$ cat config.mk
export PLATFORM = sky130hd
export DESIGN_NAME = ibex_rf_write_buffer
export DESIGN_NICKNAME = d
export VERILOG_FILES = /design/src/rtl/ibex_rf_write_buffer.sv
export SDC_FILE = /design/constraint.sdc
export NUM_CORES = 1
export LEC_CHECK = 0
export CELL_PAD_IN_SITES_DETAIL_PLACEMENT = 0
export CELL_PAD_IN_SITES_GLOBAL_PLACEMENT = 1
export CORE_MARGIN = 2
export CORE_UTILIZATION = 50
export CTS_CLUSTER_DIAMETER = 60
export DETAILED_ROUTE_END_ITERATION = 16
export PLACE_DENSITY_LB_ADDON = 0.2
export RECOVER_POWER = 50
export SETUP_SLACK_MARGIN = 0.05
export SLEW_MARGIN = 15
export SYNTH_ARGS = -nofsm -noshare
export SYNTH_HDL_FRONTEND = slang
export SYNTH_SLANG_ARGS = --single-unit
$ cat constraint.sdc
create_clock -name clk_i -period 8 [get_ports clk_i]
set_input_delay 1.6 -clock clk_i [delete_from_list [all_inputs] [get_ports clk_i]]
set_output_delay 1.6 -clock clk_i [all_outputs]
set_load 0.05 [all_outputs]
$ cat src/rtl/ibex_rf_write_buffer.sv
// Register-file write buffer: in-order FIFO between writeback and the RF write
// port, forwarding the youngest pending value to two decode read ports.
module ibex_rf_write_buffer #(
    parameter int DataWidth = 32,
    parameter int Depth     = 4
) (
    input  logic                    clk_i,
    input  logic                    rst_ni,
    input  logic                    wb_we_i,
    input  logic [4:0]              wb_waddr_i,
    input  logic [DataWidth-1:0]    wb_wdata_i,
    output logic                    wb_stall_o,
    output logic                    rf_we_o,
    output logic [4:0]              rf_waddr_o,
    output logic [DataWidth-1:0]    rf_wdata_o,
    input  logic                    rf_wready_i,
    input  logic [4:0]              raddr_a_i,
    input  logic [4:0]              raddr_b_i,
    output logic                    fwd_a_valid_o,
    output logic                    fwd_b_valid_o,
    output logic [DataWidth-1:0]    fwd_a_data_o,
    output logic [DataWidth-1:0]    fwd_b_data_o,
    output logic                    empty_o,
    output logic [$clog2(Depth):0]  level_o
);
    localparam int PW = $clog2(Depth);
    typedef logic [PW-1:0] ptr_t;

    logic [4:0]           r_addr [Depth];
    logic [DataWidth-1:0] r_data [Depth];
    logic [Depth-1:0]     r_valid;
    ptr_t                 r_wptr;
    ptr_t                 r_rptr;
    logic [PW:0]          r_count;

    logic                 w_full;
    logic                 w_req;
    logic                 w_enq;
    logic                 w_deq;
    ptr_t                 w_idx;
    logic [4:0]           w_raddr [2];
    logic [1:0]           w_fvalid;
    logic [DataWidth-1:0] w_fdata [2];

    assign empty_o    = (r_count == '0);
    assign level_o    = r_count;
    assign w_full     = (r_count == (PW+1)'(Depth));
    assign rf_we_o    = !empty_o;
    assign w_deq      = rf_we_o & rf_wready_i;
    assign w_req      = wb_we_i & (wb_waddr_i != 5'd0);
    assign wb_stall_o = w_full & !w_deq & w_req;
    assign w_enq      = w_req & !wb_stall_o;

    // Head fields are gated so stale storage never leaks after reset.
    assign rf_waddr_o = rf_we_o ? r_addr[r_rptr] : '0;
    assign rf_wdata_o = rf_we_o ? r_data[r_rptr] : '0;

    always_ff @(posedge clk_i or negedge rst_ni) begin
        if (!rst_ni) begin
            r_wptr  <= '0;
            r_rptr  <= '0;
            r_count <= '0;
            r_valid <= '0;
        end else begin
            if (w_deq) begin
                r_valid[r_rptr] <= 1'b0;
                r_rptr          <= r_rptr + 1'b1;
            end
            if (w_enq) begin
                r_valid[r_wptr] <= 1'b1;
                r_wptr          <= r_wptr + 1'b1;
            end
            if (w_enq && !w_deq) begin
                r_count <= r_count + 1'b1;
            end else if (!w_enq && w_deq) begin
                r_count <= r_count - 1'b1;
            end
        end
    end

    always_ff @(posedge clk_i) begin
        if (w_enq) begin
            r_addr[r_wptr] <= wb_waddr_i;
            r_data[r_wptr] <= wb_wdata_i;
        end
    end

    assign w_raddr[0] = raddr_a_i;
    assign w_raddr[1] = raddr_b_i;

    // Walk oldest to youngest from the read pointer; later hits win.
    always_comb begin
        w_idx = '0;
        for (int p = 0; p < 2; p++) begin
            w_fvalid[p] = 1'b0;
            w_fdata[p]  = '0;
            for (int k = 0; k < Depth; k++) begin
                w_idx = r_rptr + ptr_t'(k);
                if (r_valid[w_idx] && (w_raddr[p] != 5'd0) &&
                    (r_addr[w_idx] == w_raddr[p])) begin
                    w_fvalid[p] = 1'b1;
                    w_fdata[p]  = r_data[w_idx];
                end
            end
        end
    end

    assign fwd_a_valid_o = w_fvalid[0];
    assign fwd_b_valid_o = w_fvalid[1];
    assign fwd_a_data_o  = w_fdata[0];
    assign fwd_b_data_o  = w_fdata[1];

endmodule

After elaboration in Yosys (flattened, before gate mapping) --
Memories as Yosys holds them, arrays and structs flattened. Index checks and enable logic that the tools add are counted.
Word-level totals: register bits 11, bits in writable memories 148, input port bits 51, output and inout bits 109, word-level logic and storage cells 101, memories kept 2
Memories:
- r_data | words 4, width 32, rd ports 4, clocked after memory_dff 0, wr ports 1, line 30 | logic [DataWidth-1:0] r_data [Depth];
- r_addr | words 4, width 5, rd ports 4, clocked after memory_dff 0, wr ports 1, line 29 | logic [4:0] r_addr [Depth];
Operators by class: add/sub/neg operators 6, magnitude comparators 7, equal/unequal tests 9, multiplexer cells 36, bitwise gates (word level) 8, reductions and logical operators 29
Operators by type and width (number):
- 32-bit two-way mux | 9
- 5-bit == test | 8
- 1-bit logical AND | 20
- 1-bit two-way mux | 16
- 2-bit by 3-bit < comparator with 1-bit output (second input constant) | 5
- 5-bit nonzero test | 3
- 1-bit binary-select mux with 2-bit select | 4
- 4-bit two-way mux | 2
- 3-bit two-way mux | 2
- 1-bit AND | 5
- 5-bit two-way mux | 1
- 2-bit by 1-bit adder with 2-bit output (second input constant) | 2
- 2-bit adder (second input constant) | 2
- 4-bit AND | 1
- 1-bit demux with 2-bit select | 2
- 2-bit by 1-bit greater-or-equal comparator with 1-bit output (second input constant) | 2
- 1-bit logical NOT | 4
- 4-bit inverter | 1
- 4-bit bitwise OR | 1
- 3-bit by 1-bit adder with 3-bit output (second input constant) | 1
- 3-bit == test (second input constant) | 1
- 3-bit logical NOT | 1
- 3-bit by 1-bit subtractor with 3-bit output (second input constant) | 1
- 2-bit nonzero test | 1

Depth between registers and ports, before layout --
depth after elaboration 12, depth in mapped cells 17, mapped depth without buffers 9

Least setup slack after synthesis --
No wires, ideal clock.
path type register to output, start point register r_rptr[1], end point output port fwd_a_data_o[31], data arrival time 4922 ps, required time 6400 ps, path slack 1478 ps, cell stages (with the launch flop) 15, path buffers 6, path through dfrtp_1 buf_1 buf_1 clkbuf_1 inv_1 ha_1 buf_2 buf_4 mux2_2 a32oi_1 o311ai_1 nor4_4 buf_4 a221oi_1 o21ai_0
Between the ends: cells in the longest elaborated chain, start to end 8, elaborated cells between the ends (all ways) 29, those cells by class add/sub (3); eq/ne (4); mux (12); reduce/logical (8); memory (2)
RTL lines:
- from (decl) | line 33 | ptr_t r_rptr;
- from (signal assigned) | line 67 | r_rptr <= r_rptr + 1'b1;
- parallel branches: the longest is 7 deep, another holds memory read 4 x 5 bit
- 32-bit two-way mux (*) | line 99 | if (r_valid[w_idx] && (w_raddr[p] != 5'd0) &&
- to (decl) | line 21 | output logic [DataWidth-1:0] fwd_a_data_o,
Every way passes the cells marked *. The select of a mux whose other input is x is not followed.

Worst setup path in the final report --
start point register r_rptr[0], end point output port fwd_a_data_o[2]
The elaborated chain is that of the path after synthesis.

==> results.yml <==
placement:
  dp_worst_setup_slack_ns: 1.04
  io_buffer_count: 159
  hpwlAfterDp_mm: 19.7
  gp_congestion: 0.848
  placed_area_um2: 13200
run_status:
  status: "finished, violations left"
  violations: "capacitance limit, slew limit"
grt:
  antenna_found_initial: 1
  grt_overflow: 0
  grt_pass1_vias: 8375
  grt_max_degree: 161
  track_usage: 0.261
  grt_pass1_wl_mm: 47.9
worst_setup_path:
  endpoint_kind: "primary output"
  worstPathMaxFanout: 160
  cp_data_arrival_time_ns: 5.45
  start_kind: "register"
  critPathRequiredTime_ns: 6.40
  crit_type: "register to primary output"
synth:
  synth_warnings: 0
  syn_inst: 796
  synth-seq-cells: 159
  synth_area_leaders: "edfxtp_1 (39%), mux4_2 (30%), a221oi_2 (3.9%)"
  ys_seq_area_frac: 0.413
  synth_top_area_frac: 0.389
  synth_nets: 857
  yosys.cell_types.count: 40
  synthFlopType: "edfxtp_1"
  syn-cell-area_um2: 11400
  async_flop_share: 0.0692
  syn_avg_cell_area_um2: 14.3
  synth.largest_area_cell: "edfxtp_1"
  synth-edff-count: 148
detailed_routing:
  wl_met3_mm: 2.40
  top_layer_used: "met4"
  drt_pass1_iterations: 7
  via_per_inst: 6.76
  remaining_drc_errors: 0
  wl_met1_mm: 11.9
  drt-total-wl_mm: 31.0
  wl_per_cell_um: 25.6
  drtIter0Drc: 522
  dr_total_vias: 8192
  dr_wl_met2_mm: 16.1
  drtAntennaViolNets: 0
cts:
  path_clk_slew_ns: 0.06
  clock_path_buffers: 2
  cts_resized: 0
  cts_root_buf: "clkbuf_16"
  cts_setup_buffers: 0
  clock_sink_count: 159
  hold_buffers: 0
  clkLatencyLatePin_ns: 0.42
  tritoncts: "built"
  h-tree-depth: 4
  cts_buffers: 17
timing:
  relSlewSlack: -0.962
  finalCritPeriodShare: 0.882
  period_minus_slack_ns: 7.05
  slew_violations: 117
  final_hold_viol_count: 0
  worst_hold_slack_ns: 0.517
  layout_setup_ws_ns: 0.947
  skew_ns: 0.00733
  clock.fmax_mhz: 142
  setup_viol: 0
  rsz0062_at_grt: "no"
  fin_tns_setup_ns: 0
  worstMarginPinSlew_ns: 2.94
power_and_ir_drop:
  ir_worst_vdd_uv: 349
  power_density_nw_per_um2: 489
  swShare: 0.478
  p_seq_frac: 0.186
  combPwrFrac: 0.697
  internal_power_uw: 3510
  clock_power_share: 0.117
  power.switching_uw: 3210
  leakagePower_uw: 0.00427
die:
  die_h_um: 155
  rows: 55
  die_area_um2: 24100
  initial_utilization: 0.507
  fp.coreArea_um2: 22500
  io_pins: 160
  die_w_um: 155
cells_and_area:
  drive_gt1_frac: 0.263
  finalCoreUtilization: 0.611
  nets: 972
  final_area_um2: 13700
  area_delta_synth_final_pct: 20.4
min_path:
  min_path_type: "register to register"
flow_run:
  maxCapViolCount: 3
==> final cells by class <==
type / instances / area [µm²]
Inverter: 8 / 30.0
Antenna cell: 2 / 5.00
Clock inverter: 13 / 139
Fill cell: 1692 / 8750
Timing Repair Buffer: 177 / 1730
Multi-Input combinational cell: 548 / 6330
Sequential cell: 159 / 4730
Tap cell: 285 / 357
Clock buffer: 19 / 433
==> kinds of logic (layout without fill, tap and decap cells) <==
family,after synthesis,after routing,share of synthesized area
mux,186,186,0.330
fa+ha+maj,10,10,0.0116
buf+inv,89,217,0.0378
other cells,0,2,0
simple gates,136,136,0.0618
flops,159,159,0.413
xor+xnor,44,44,0.0337
compound gates,172,172,0.112
==> power by group through the flow <==
stage                     Sequential (µW)  Combinational (µW)  Clock, µW
after floorplan                      1240                3520          0
final                                1250                4690        786
after global routing                 1270                4960        836
after detailed placement             1250                4710          0
after CTS                            1240                4720        797
after global placement               1230                4640          0
==> stage by stage <==
stage | instances | total power, µW
final | 1211 | 6730
after global routing | 1210 | 7070
after CTS | 1209 | 6750
after detailed placement | 1177 | 5960
after global placement | 1177 | 5870
after floorplan | 796 | 4760
==> metal layers <==
layer,vias up,GRT usage
met3,42,0.0563
met1,4216,0.329
li1,3537,-
met2,397,0.454
met5,-,0
met4,0,0.0860
==> cell usage in the layout, fill, tap and decap left out, types with 3 or more instances in the layout <==
cell / instances
mux4_2: 152
and2_1: 38
xor2_1: 8
nor3_1: 7
ha_1: 8
mux2i_1: 31
o21ai_0: 57
clkdlybuf4s50_1: 117
a22oi_1: 32
clkbuf_16: 17
nand2_1: 47
clkbuf_1: 5
buf_4: 14
o21ai_1: 40
a221oi_2: 30
inv_6: 3
mux2_2: 3
dlygate4sd3_1: 42
dfrtp_1: 9
xnor2_1: 36
nand4_1: 6
nand3_1: 7
inv_1: 8
and2_2: 4
edfxtp_1: 148
a21o_1: 4
clkinvlp_4: 3
a211oi_1: 3
nor2_4: 4
nor2_1: 10
==> registers in the layout (all words and copies together) (netlist names) <==
register,flops
r_data,128
r_addr,20
r_valid,4
level_o,3
r_rptr,2
r_wptr,2
==> critical path, stage by stage (launching register included) <==
cell and delay, ns:
dfrtp_4 0.42, buf_12 0.72, mux4_2 0.68, xor2_1 0.17, nor4_1 0.50, nand4_1 0.26
nor2_4 0.63, buf_4 0.43, a221oi_2 0.09, o21ai_1 0.23, clkdlybuf4s50_1 0.85
==> cells in the mapped netlist, types with 8 or more instances <==
cell / n
a221oi_2: 30
a22oi_1: 32
and2_1: 43
buf_2: 27
clkbuf_1: 38
dfrtp_1: 11
edfxtp_1: 148
ha_1: 9
inv_1: 8
mux2i_1: 31
mux4_2: 152
nand2_1: 47
nor2_1: 13
nor3_1: 8
o21ai_0: 57
o21ai_1: 41
xnor2_1: 36
xor2_1: 8
==> path summary, 6_finish.rpt <==
kind                             from              end  slack [ns]  cells after the start
setup / recovery            r_rptr[0]  fwd_a_data_o[2]        0.95                     10
hold / removal             level_o[2]       level_o[2]        0.52                      1
setup reg to reg           level_o[2]    r_data[0][11]        4.29                      4
hold reg to reg            level_o[2]       level_o[2]        0.52                      1
max in group asynchronous      rst_ni        r_rptr[0]        6.03                      1
min in group asynchronous      rst_ni       level_o[2]        1.59                      1
No activity file was read; power rests on OpenSTA's default activity.
